==> src/rtl/load_store_unit.sv <==
// Load/store unit: accepts one core memory request, aligns store data and
// strobes to a 32-bit word bus, runs a valid/ready request handshake, waits
// for read data and returns the sign- or zero-extended load result.
//
// Ports:
//   clk, rst                         clock, synchronous active-high reset
//   req_valid_i / req_ready_o        core request handshake (ready only in IDLE)
//   mem_wr_en_i, byte_en_i,
//   funct3_i, addr_i, wr_data_i      request fields, sampled on acceptance
//   bus_valid_o / bus_ready_i        bus request handshake
//   bus_we_o, bus_addr_o,
//   bus_wstrb_o, bus_wdata_o         bus request payload (word aligned)
//   bus_rvalid_i, bus_rdata_i        bus read response
//   done_o, err_o, rd_data_o         completion pulse, error flag, load result
module load_store_unit #(
    parameter int unsigned ADDR_WIDTH = 32
) (
    input  logic                  clk,
    input  logic                  rst,
    input  logic                  req_valid_i,
    output logic                  req_ready_o,
    input  logic                  mem_wr_en_i,
    input  logic [3:0]            byte_en_i,
    input  logic [2:0]            funct3_i,
    input  logic [ADDR_WIDTH-1:0] addr_i,
    input  logic [31:0]           wr_data_i,
    output logic                  bus_valid_o,
    input  logic                  bus_ready_i,
    output logic                  bus_we_o,
    output logic [ADDR_WIDTH-1:0] bus_addr_o,
    output logic [3:0]            bus_wstrb_o,
    output logic [31:0]           bus_wdata_o,
    input  logic                  bus_rvalid_i,
    input  logic [31:0]           bus_rdata_i,
    output logic                  done_o,
    output logic                  err_o,
    output logic [31:0]           rd_data_o
);

    localparam int unsigned DATA_WIDTH = 32;
    localparam int unsigned LANE_WIDTH = 16;

    typedef enum logic [1:0] {
        IDLE,
        ISSUE,
        WAIT_RSP,
        DONE
    } state_t;

    state_t state_q;
    state_t state_d;

    logic                  accept_c;
    logic                  req_err_c;
    logic                  capture_c;
    logic [3:0]            wstrb_c;
    logic [DATA_WIDTH-1:0] wdata_c;
    logic [LANE_WIDTH-1:0] lane_c;
    logic [DATA_WIDTH-1:0] load_c;

    logic [1:0]            off_q;
    logic [2:0]            funct3_q;

    // Request legality: size encoding plus natural alignment
    always_comb begin
        req_err_c = 1'b0;
        unique case (byte_en_i)
            4'b0001: req_err_c = 1'b0;
            4'b0011: req_err_c = addr_i[0];
            4'b1111: req_err_c = (addr_i[1:0] != 2'b00);
            default: req_err_c = 1'b1;
        endcase
    end

    // Store alignment: strobes shifted to the byte offset, data replicated per lane
    always_comb begin
        wstrb_c = mem_wr_en_i ? 4'(byte_en_i << addr_i[1:0]) : 4'b0000;
        unique case (byte_en_i)
            4'b0001: wdata_c = {4{wr_data_i[7:0]}};
            4'b0011: wdata_c = {2{wr_data_i[15:0]}};
            default: wdata_c = wr_data_i;
        endcase
    end

    // Load extraction: only the low half-word of the shifted lane is ever needed
    always_comb begin
        lane_c = LANE_WIDTH'(bus_rdata_i >> {off_q, 3'b000});
        unique case (funct3_q)
            3'b000:  load_c = {{24{lane_c[7]}}, lane_c[7:0]};
            3'b001:  load_c = {{16{lane_c[15]}}, lane_c[15:0]};
            3'b010:  load_c = bus_rdata_i;
            3'b100:  load_c = {24'h000000, lane_c[7:0]};
            3'b101:  load_c = {16'h0000, lane_c[15:0]};
            default: load_c = {24'h000000, lane_c[7:0]};
        endcase
    end

    // Next-state logic
    always_comb begin
        state_d   = state_q;
        accept_c  = 1'b0;
        capture_c = 1'b0;
        unique case (state_q)
            IDLE: begin
                if (req_valid_i) begin
                    accept_c = 1'b1;
                    state_d  = req_err_c ? DONE : ISSUE;
                end
            end
            ISSUE: begin
                if (bus_ready_i) begin
                    state_d = bus_we_o ? DONE : WAIT_RSP;
                end
            end
            WAIT_RSP: begin
                if (bus_rvalid_i) begin
                    capture_c = 1'b1;
                    state_d   = DONE;
                end
            end
            DONE: begin
                state_d = IDLE;
            end
            default: begin
                state_d = IDLE;
            end
        endcase
    end

    // State, request registers and registered outputs (decoded from next state)
    always_ff @(posedge clk) begin
        if (rst) begin
            state_q     <= IDLE;
            req_ready_o <= 1'b1;
            bus_valid_o <= 1'b0;
            bus_we_o    <= 1'b0;
            bus_addr_o  <= '0;
            bus_wstrb_o <= 4'b0000;
            bus_wdata_o <= '0;
            done_o      <= 1'b0;
            err_o       <= 1'b0;
            rd_data_o   <= '0;
            off_q       <= 2'b00;
            funct3_q    <= 3'b000;
        end else begin
            state_q     <= state_d;
            req_ready_o <= (state_d == IDLE);
            bus_valid_o <= (state_d == ISSUE);
            done_o      <= (state_d == DONE);
            // Error can only be flagged when entering DONE straight from IDLE
            err_o       <= accept_c && req_err_c;
            if (accept_c && !req_err_c) begin
                bus_we_o    <= mem_wr_en_i;
                bus_addr_o  <= {addr_i[ADDR_WIDTH-1:2], 2'b00};
                bus_wstrb_o <= wstrb_c;
                bus_wdata_o <= wdata_c;
                off_q       <= addr_i[1:0];
                funct3_q    <= funct3_i;
            end
            if (capture_c) begin
                rd_data_o <= load_c;
            end
        end
    end

endmodule

==> config.mk <==
export PLATFORM = sky130hd
export DESIGN_NAME = load_store_unit
export DESIGN_NICKNAME = d
export VERILOG_FILES = /design/src/rtl/load_store_unit.sv
export SDC_FILE = /design/constraint.sdc
export NUM_CORES = 1
export LEC_CHECK = 0
export BUFFER_PORTS_ARGS = -buffer_cell sky130_fd_sc_hd__buf_4
export CAP_MARGIN = 0
export CORE_MARGIN = 2
export CORE_UTILIZATION = 50
export DETAILED_ROUTE_END_ITERATION = 8
export GPL_TIMING_DRIVEN = 0
export HOLD_SLACK_MARGIN = 0.03
export PLACE_DENSITY = 0.83
export SYNTH_ARGS = -nofsm -noshare
export SYNTH_HDL_FRONTEND = slang
export SYNTH_SLANG_ARGS = --single-unit
==> constraint.sdc <==
create_clock -name clk -period 4.9 [get_ports clk]
set_input_delay 0 -clock clk [delete_from_list [all_inputs] [get_ports clk]]
set_output_delay 0 -clock clk [all_outputs]
set_load 0.005 [all_outputs]
==> results.yml, run 1 <==
run_status:
  status: "finished clean"
grt:
  grt_pass1_wl_microns: 31040
  overflow: 0
  grtUsageTotal: 0.3498
  antenna_found_initial: 0
  grt_pass1_vias: 6058
  grt_max_degree: 17
route:
  drt-pass1-iter-count: 5
  drc: 0
  wl_per_cell_microns: 19.38
  ant_nets: 0
  vias_per_cell: 6.114
  vias: 6249
  drt_iter0_drc: 414
  detail_route.wirelength_microns: 19810
clock_tree:
  cts.sink_count: 110
  root_buffer: "clkbuf_8"
  clk_latency_ns: 0.37
  cts_max_path_buffers: 2
  cts_tree: "yes"
  cts_max_level: 3
  clkTransAtPathRegs_ns: 0.10
  numCtsBuffers: 9
  cts_resized: 0
  post_cts_buffers: 0
critical_path:
  start_kind: "register"
  crit_required_ns: 5.20
  path_class: "register to register"
  rrSetupSlack_ns: 2.26
  arrival_ns: 2.94
  critPathCaptureType: "register"
  path_max_fanout: 10
synthesis:
  yosysWarningCount: 0
  synthCells: 574
  yosysSeqAreaShare: 0.4348
  synth-edff-count: 0
  ys_types: 43
  synth_area_leaders: "dfxtp_1 (43%), a21oi_1 (8.7%), mux2i_1 (7.9%)"
  synth_top_area_share: 0.4348
  async_reset_ff_frac: 0
  syn_area_per_cell_sq_um: 8.824
  synth_ff_type: "dfxtp_1"
  synth_seq_cells: 110
  synth_top_cell_by_area: "dfxtp_1"
  syn_area_sq_um: 5065
die:
  rows: 36
  die_h_microns: 104.6
  die_x_microns: 104.6
  io_pins: 214
  dieArea_sq_um: 10950
  start_util: 0.5158
  core-area_sq_um: 9819
timing:
  setup_viol: 0
  worst_slew_pin_slew_ns: 0.9175
  slew_violations: 0
  hold_viol: 0
  fin_crit_ns: 2.640
  max_freq_mhz: 378.8
  setup_tns_ns: 0
  finalCritPeriodShare: 0.5387
  skew_ns: 0.01212
  rsz0062_at_grt: "false"
  slew_headroom: 0.3836
pwr:
  vdd.ir_drop.worst_mv: 0.1804
  power.leakage_nw: 3.168
  power.density_nw_per_um2: 246.3
finish:
  syn2layout_area_growth_pct: 56.23
  final_nets: 993
  multiInputGateArea_sq_um: 2574
  num_antenna_cells: 0
  final-seq-area_sq_um: 2202
  nFillCells: 634
  drive_above_1_share: 0.2801
  instances_no_fill: 1022
  post-route-util: 0.8058
placed_design:
  hpwl_microns: 12840
  numPortBuffers: 210
  dp.cells: 918
  gp_congestion: 0.8742
run:
  maxCapViolations: 0
hold_path:
  hold_path.class: "input port to register"
-- cells by family (layout without fill, tap and decap cells) --
group,Yosys count,count (layout),synth area share
AO/OA/AOI/OAI,243,243,0.3063
buffers and inverters,66,380,0.05781
flip-flops,110,110,0.4348
multiplexers,40,40,0.07905
other,1,2,0.0007404
AND/OR/NAND/NOR,114,114,0.1213
-- synthesized netlist by cell type, drive strengths merged, types with 2 or more instances --
cell	instances
nor3b	4
a2bb2oi	7
a221oi	8
dfxtp	110
a22o	8
o211a	2
a211oi	8
and3b	2
mux2i	40
nor3	2
a221o	16
nand2b	4
or4	2
nor2	9
nand3	45
buf	21
a21oi	88
nand4	2
clkbuf	42
nor2b	4
inv	3
nand3b	11
o2111ai	18
o221ai	7
o21ai	73
a31oi	3
nand2	25
-- routing by layer --
layer / vias up / wire length [microns] / track usage
met5: - / 0 / 0
met1: 2945 / 7522 / 0.4160
li1: 2795 / - / -
met4: 0 / 798 / 0.1371
met2: 423 / 9764 / 0.6148
met3: 86 / 1719 / 0.07486
-- sequential cells by signal (all words and copies together) (netlist names) --
name,count
bus_wdata_o,32
rd_data_o,32
bus_addr_o,30
bus_wstrb_o,4
funct3_q,3
off_q,2
state_q,2
bus_valid_o,1
bus_we_o,1
done_o,1
err_o,1
req_ready_o,1
-- worst paths after layout --
check                 from               to  cells after the start
max             state_q[0]   bus_wstrb_o[3]                      6
max reg2reg     state_q[0]   bus_wstrb_o[3]                      6
min reg2reg   rd_data_o[2]     rd_data_o[2]                      2
min          wr_data_i[26]  bus_wdata_o[26]                      3
-- repair_timing --
action | 4_1_cts | 5_1_grt
hold buffers | 88 | 0
endpoints found under the hold margin | 88 | 0
setup endpoints to repair | 0 | 0
-- per-stage QoR --
step | power [mW] | setup slack, ns | instance area (sq um) | hold slack [ns]
6_report | 1.949 | 2.260 | 7913 | 0.02883
2_1_floorplan | 1.118 | 3.275 | 5069 | 0.1155
5_1_grt | 2.018 | 2.130 | 7913 | 0.03959
4_1_cts | 1.934 | 2.402 | 7913 | 0.03332
3_5_place_dp | 1.296 | 2.873 | 6812 | 0.2511
3_3_place_gp | 1.289 | 2.848 | 6812 | 0.2520
-- critical path: stages (launching register included) --
cell and delay (ns):
dfxtp_1 0.32, buf_4 0.16, nor3_1 0.74, clkbuf_1 0.44, nand4_1 0.15, dlygate4sd3_1 0.61, a21oi_1 0.15
-- cell usage in the layout, fill, tap and decap left out, drive strengths merged, types with 2 or more instances in the layout --
| cell type | instances |
|---|---|
| dlygate4sd3 | 88 |
| nor2b | 4 |
| a22o | 8 |
| nand3b | 11 |
| mux2i | 40 |
| a221o | 16 |
| nor3b | 4 |
| and3b | 2 |
| a21oi | 88 |
| a221oi | 8 |
| nand3 | 45 |
| o221ai | 7 |
| buf | 231 |
| nand2b | 4 |
| or4 | 2 |
| o21ai | 73 |
| clkbuf | 56 |
| o2111ai | 18 |
| a31oi | 3 |
| a211oi | 8 |
| nor2 | 9 |
| nand2 | 25 |
| nand4 | 2 |
| dfxtp | 110 |
| o211a | 2 |
| inv | 3 |
| nor3 | 2 |
| a2bb2oi | 7 |
| conb | 2 |
-- layout make-up --
cell class                      instances  share of cell area
Buffer                                 63             0.03558
Clock buffer                           14             0.02309
Clock inverter                          2            0.004744
Inverter                                3            0.001423
Multi-Input combinational cell        399              0.3253
Sequential cell                       110              0.2783
Tap cell                              133             0.02103
Timing Repair Buffer                  298              0.3106
-- power by group --
part	leakage, nW	switching (mW)	internal [mW]
logic	2.17	0.210	0.201
registers	0.890	0.0173	0.924
clock network	0.109	0.304	0.293
total	3.17	0.531	1.42
Power figures use the tool's default switching activity.
==> inputs of run 2 (changes only) <==
--- a/config.mk
+++ b/config.mk
@@ -8,11 +8,11 @@
 export BUFFER_PORTS_ARGS = -buffer_cell sky130_fd_sc_hd__buf_4
 export CAP_MARGIN = 0
 export CORE_MARGIN = 2
-export CORE_UTILIZATION = 50
+export CORE_UTILIZATION = 43
 export DETAILED_ROUTE_END_ITERATION = 8
 export GPL_TIMING_DRIVEN = 0
 export HOLD_SLACK_MARGIN = 0.03
-export PLACE_DENSITY = 0.83
+export PLACE_DENSITY = 0.76
 export SYNTH_ARGS = -nofsm -noshare
 export SYNTH_HDL_FRONTEND = slang
 export SYNTH_SLANG_ARGS = --single-unit
==> constraint.sdc (replaced) <==
create_clock -name clk -period 2.3 [get_ports clk]
set_input_delay 0 -clock clk [delete_from_list [all_inputs] [get_ports clk]]
set_output_delay 0 -clock clk [all_outputs]
set_load 0.005 [all_outputs]
==> run 2 against run 1 <==
Sequential share of layout area grew 0.14 points. Global-route usage shrank 7.4 points. Power grew 130%. Cell count shrank 0.59%. Combinational power grew 100%. Die area grew 16%. Design area shrank 0.49%. Non-clock buffer count shrank 16. Hold slack gained 0.0044 ns. Largest cell class is now multi-input combinational cells. Register-to-register slack lost 2.0 ns. Largest power group unchanged. Utilization shrank 12 points.
==> results.yml, run 2 (synthesized netlist as in run 1, its figures left out) <==
pwr:
  switchingPower_mw: 1.179
  pwr-share-clk: 0.374
  power.density_nw_per_um2: 576.5
  swShare: 0.2598
  pwr-share-comb: 0.185
  power.leakage_nw: 3.150
  internal-power_mw: 3.360
  power_frac_seq: 0.442
  vdd.ir_drop.worst_mv: 0.4278
grt:
  grt_max_degree: 18
  grtUsageTotal: 0.2754
  overflow: 0
  met3_usage: 0.05130
  grt_pass1_vias: 5633
  grt_util_met1: 0.3393
  grtUsageMet2: 0.4679
  antenna_found_initial: 0
  grt_pass1_wl_microns: 28200
  busiest_layer: "met2"
timing:
  skew_ns: 0.008567
  hold_viol: 0
  setup_tns_ns: 0
  slew_violations: 0
  rsz0062_at_grt: "false"
  slew_headroom: 0.5754
  finalCritPeriodShare: 0.8972
  worst_slew_pin_slew_ns: 0.6346
  fin_crit_ns: 2.064
  setup_viol: 0
  max_freq_mhz: 484.6
run:
  maxCapViolations: 0
finish:
  reg_top3: "bus_wdata_o x32, rd_data_o x32, bus_addr_o x30"
  num_antenna_cells: 0
  nFillCells: 881
  instances_no_fill: 1016
  layout.cells.most_common: "buf_4"
  drive_above_1_share: 0.2875
  final_nets: 977
  final_cell_mix: "buf_4 (214), dfxtp_1 (110), a21oi_1 (88)"
  syn2layout_area_growth_pct: 55.46
die:
  start_util: 0.4417
  rows: 39
  core-area_sq_um: 11470
  dieArea_sq_um: 12660
  die_h_microns: 112.5
  die_x_microns: 112.5
  io_pins: 214
clock_tree:
  cts_tree: "yes"
  cts_max_path_buffers: 2
  numCtsBuffers: 9
  post_cts_buffers: 0
  clkTransAtPathRegs_ns: 0.07
  root_buffer: "clkbuf_16"
  cts.sink_count: 110
  clk_latency_ns: 0.35
  cts_max_level: 3
hold_path:
  holdPathStages: 3
  hold_path.class: "input port to register"
critical_path:
  max_stage_delay_ns: 0.56
  critical-path-top-delay-family: "simple AND/OR/NAND/NOR gates"
  crit_required_ns: 2.49
  arrival_ns: 2.25
  start_kind: "register"
  worstPathCellList: "buf_2, or3_1, clkbuf_1, nor2_1, a211oi_1"
  path_class: "register to register"
  crit_buf_inv: 2
  path_max_fanout: 10
  ff2ff_path_depth: 5
  worstSetupPathDepth: 5
  critPathCaptureType: "register"
  crit_slowest_cell: "nor2_1"
placed_design:
  hpwl_microns: 13190
  gp_congestion: 0.9314
  dp.cells: 928
  numPortBuffers: 210
route:
  vias_per_cell: 5.829
  drt-pass1-iter-count: 6
  drt_iter0_drc: 550
  detail_route.wirelength_microns: 18450
  ant_nets: 0
  drc: 0
  vias: 5922
  wl_per_cell_microns: 18.16
run_status:
  status: "finished clean"
## run 2: final timing paths
path                   from              end  slack, ns
min          bus_rdata_i[0]     rd_data_o[0]       0.03
max reg2reg      state_q[1]  bus_wdata_o[19]       0.24
max              state_q[1]  bus_wdata_o[19]       0.24
min reg2reg    rd_data_o[5]     rd_data_o[5]       0.46
## run 2: timing repair
| item | 4_1_cts | 5_1_grt |
|---|---|---|
| endpoints found under the setup margin | 0 | 1 |
| resized for setup | 0 | 1 |
| endpoints found under the hold margin | 74 | 0 |
| hold buffers | 72 | 0 |
## run 2: final cells by class
cell class              count  area, sq um  share of cell area
plain buffers              63        281.5             0.03575
repair buffers            282         2297              0.2918
multi-input cells         399         2579              0.3275
inverters                   3        11.26            0.001430
clock inverters             6        85.08             0.01081
well taps                 143        178.9             0.02272
clock buffers              10        239.0             0.03035
flip-flops and latches    110         2202              0.2797
## run 2: through the flow
stage / worst slack [ns] / util / hold WS (ns) / total power [mW] / area [sq um]
after detailed placement: 0.2014 / 0.5951 / 0.2569 / 2.769 / 6824
after global routing: 0.1492 / 0.6866 / 0.04278 / 4.690 / 7874
after global placement: 0.2300 / 0.5951 / 0.2517 / 2.753 / 6824
after floorplan: 0.6745 / - / 0.1155 / 2.382 / 5069
final: 0.2363 / 0.6866 / 0.03320 / 4.540 / 7874
after CTS: 0.1854 / 0.6862 / 0.03454 / 4.528 / 7869
## run 2: power groups by stage
stage                     Combinational [mW]  Clock [mW]  Sequential, mW
after floorplan                        0.336           0            2.05
after global placement                 0.707           0            2.05
after detailed placement               0.722           0            2.05
after CTS                              0.826        1.70            2.00
after global routing                   0.900        1.78            2.01
final                                  0.840        1.70            2.00
## run 2: worst register-to-register path, stage by stage (launching register included)
cell and delay (ns):
dfxtp_1 0.30, buf_2 0.16, or3_1 0.42, clkbuf_1 0.28
nor2_1 0.56, a211oi_1 0.19
## run 2: metal layers
metal  wire length, microns  vias up
met4                    595        0
met1                   7561     2792
met2                   8832      317
met5                      0        -
li1                       -     2759
met3                   1458       54
==> inputs of run 3 (changes only) <==
--- a/config.mk
+++ b/config.mk
@@ -13,6 +13,7 @@
 export GPL_TIMING_DRIVEN = 0
 export HOLD_SLACK_MARGIN = 0.03
 export PLACE_DENSITY = 0.76
+export REMOVE_ABC_BUFFERS = 1
 export SYNTH_ARGS = -nofsm -noshare
 export SYNTH_HDL_FRONTEND = slang
 export SYNTH_SLANG_ARGS = --single-unit
==> run 3 against run 2 <==
Hold slack improved by 0.016 ns. Global-route usage rose by 0.42 points. Setup slack got worse by 0.14 ns. Via count fell by 1.9%. Fmax fell by 6.4%. Design area rose by 1.5%. Cell count fell by 3.2%. Wire length fell by 0.74%. Critical path depth fell by 1. Power rose by 0.26%. Non-clock buffer count fell by 33. Clock power barely moved. Critical endpoint is now bus_wdata_o[20]. Highest routed layer unchanged.
==> results.yml, run 3 (synthesized netlist as in run 1, its figures left out) <==
placed_design:
  numPortBuffers: 211
  gp_congestion: 0.8764
  postPlaceCellArea_sq_um: 6726
  dp_slack_ns: -0.3212
  hpwl_microns: 11040
critical_path:
  max_stage_delay_ns: 0.65
  crit_slowest_cell: "or3_2"
  crit_required_ns: 2.49
  arrival_ns: 2.40
  reg2reg_from: "state_q[0]"
  rrSetupSlack_ns: 0.1
  path_max_fanout: 55
  start_kind: "register"
  critPathCaptureType: "register"
  worstPathCellList: "or3_2, buf_12, nor2_1, a211oi_1"
  cp-startpoint: "state_q[0]"
  path_class: "register to register"
clock_tree:
  cts_tree: "yes"
  root_buffer: "clkbuf_16"
  cts_max_level: 3
  clk_latency_ns: 0.36
  cts_max_path_buffers: 2
  clkTransAtPathRegs_ns: 0.07
  numCtsBuffers: 9
  cts.sink_count: 110
grt:
  antenna_found_initial: 0
  grt_pass1_vias: 5733
  overflow: 0
  grt_pass1_wl_microns: 28650
  grtUsageTotal: 0.2796
  grt_max_degree: 97
timing:
  setup_viol: 0
  skew_ns: 0.006223
  hold_viol: 0
  setup_tns_ns: 0
  finalCritPeriodShare: 0.9586
  fin_crit_ns: 2.205
  slew_violations: 0
  worst_slew_pin_slew_ns: 1.061
  layout_setup_ws_ns: 0.09511
  rsz0062_at_grt: "false"
  max_freq_mhz: 453.5
  slew_headroom: 0.2926
  holdWs_ns: 0.04948
pwr:
  switchingPower_mw: 1.193
  vdd.ir_drop.worst_mv: 0.4007
  power_frac_seq: 0.444
  pwr-share-comb: 0.186
  power.density_nw_per_um2: 569.3
  swShare: 0.2622
  internal-power_mw: 3.358
  pwr-share-clk: 0.370
  power.leakage_nw: 3.179
finish:
  nFillCells: 797
  multiInputGateArea_sq_um: 2624
  layout.cells.most_common: "buf_4"
  drive_above_1_share: 0.2988
  num_antenna_cells: 0
  final-seq-area_sq_um: 2207
  final_cell_area_sq_um: 7994
  final_cell_mix: "buf_4 (213), dfxtp_1 (108), dlygate4sd3_1 (89)"
  reg_top3: "bus_wdata_o x32, rd_data_o x32, bus_addr_o x30"
  syn2layout_area_growth_pct: 57.83
  final_nets: 945
die:
  io_pins: 214
  rows: 39
  dieArea_sq_um: 12660
  die_x_microns: 112.5
  start_util: 0.4417
  die_h_microns: 112.5
  core-area_sq_um: 11470
hold_path:
  hp-start: "wr_data_i[18]"
  hold_path.class: "input port to register"
run:
  maxCapViolations: 0
route:
  vias: 5807
  drc: 0
  vias_per_cell: 5.907
  ant_nets: 0
  detail_route.wirelength_microns: 18310
  drt-pass1-iter-count: 5
  drt_iter0_drc: 431
  wl_per_cell_microns: 18.63
run_status:
  status: "finished clean"
run 3: per-stage QoR:
stage | cells | utilization | power [mW]
after floorplan | 512 | - | 2.317
after CTS | 980 | 0.6935 | 4.543
after global routing | 983 | 0.6971 | 4.704
after detailed placement | 875 | 0.5866 | 2.756
after global placement | 866 | 0.5712 | 2.682
final | 983 | 0.6971 | 4.551
run 3: power groups by stage:
stage	Combinational, mW	Clock (mW)	Sequential, mW
3_5_place_dp	0.695	0	2.06
2_1_floorplan	0.259	0	2.06
4_1_cts	0.823	1.70	2.02
6_report	0.847	1.68	2.02
5_1_grt	0.907	1.77	2.03
3_3_place_gp	0.624	0	2.06
run 3: final timing paths:
kind | cells after the start | endpoint
max reg2reg | 4 | bus_wdata_o[20]
max | 4 | bus_wdata_o[20]
min reg2reg | 2 | rd_data_o[6]
min | 3 | bus_wdata_o[18]
run 3: routing by layer:
metal  routed length [microns]  share of wire  GRT usage  vias up
met5                         0              0          0        -
met1                      6985           0.38     0.3230     2752
li1                          -              -          -     2692
met2                      9043           0.49     0.4819      311
met4                       606          0.033     0.1236        0
met3                      1676          0.092    0.07991       52
run 3: what timing repair did:
item / CTS / global route
endpoints found under the setup margin: 31 / 24
gates resized for setup: 4 / 3
hold endpoints to repair: 91 / 0
buffers inserted: 0 / 3
pin swaps: 1 / 2
cloned: 1 / 0
hold buffers: 89 / 0
run 3: worst max-delay path: cells and delay by family, from the launching register on:
| family | cells | cell delay [ns] |
|---|---|---|
| compound gates | 1 | 0.16 |
| buf+inv | 1 | 0.24 |
| flops | 1 | 0.42 |
| simple gates | 2 | 1.19 |
run 3: area by class of cell:
cell class,count,share of cell area
Tap cell,143,0.02238
Inverter,3,0.001409
Timing Repair Buffer,312,0.3329
Multi-Input combinational cell,400,0.3282
Clock inverter,6,0.01080
Sequential cell,110,0.2761
Clock buffer,9,0.02817
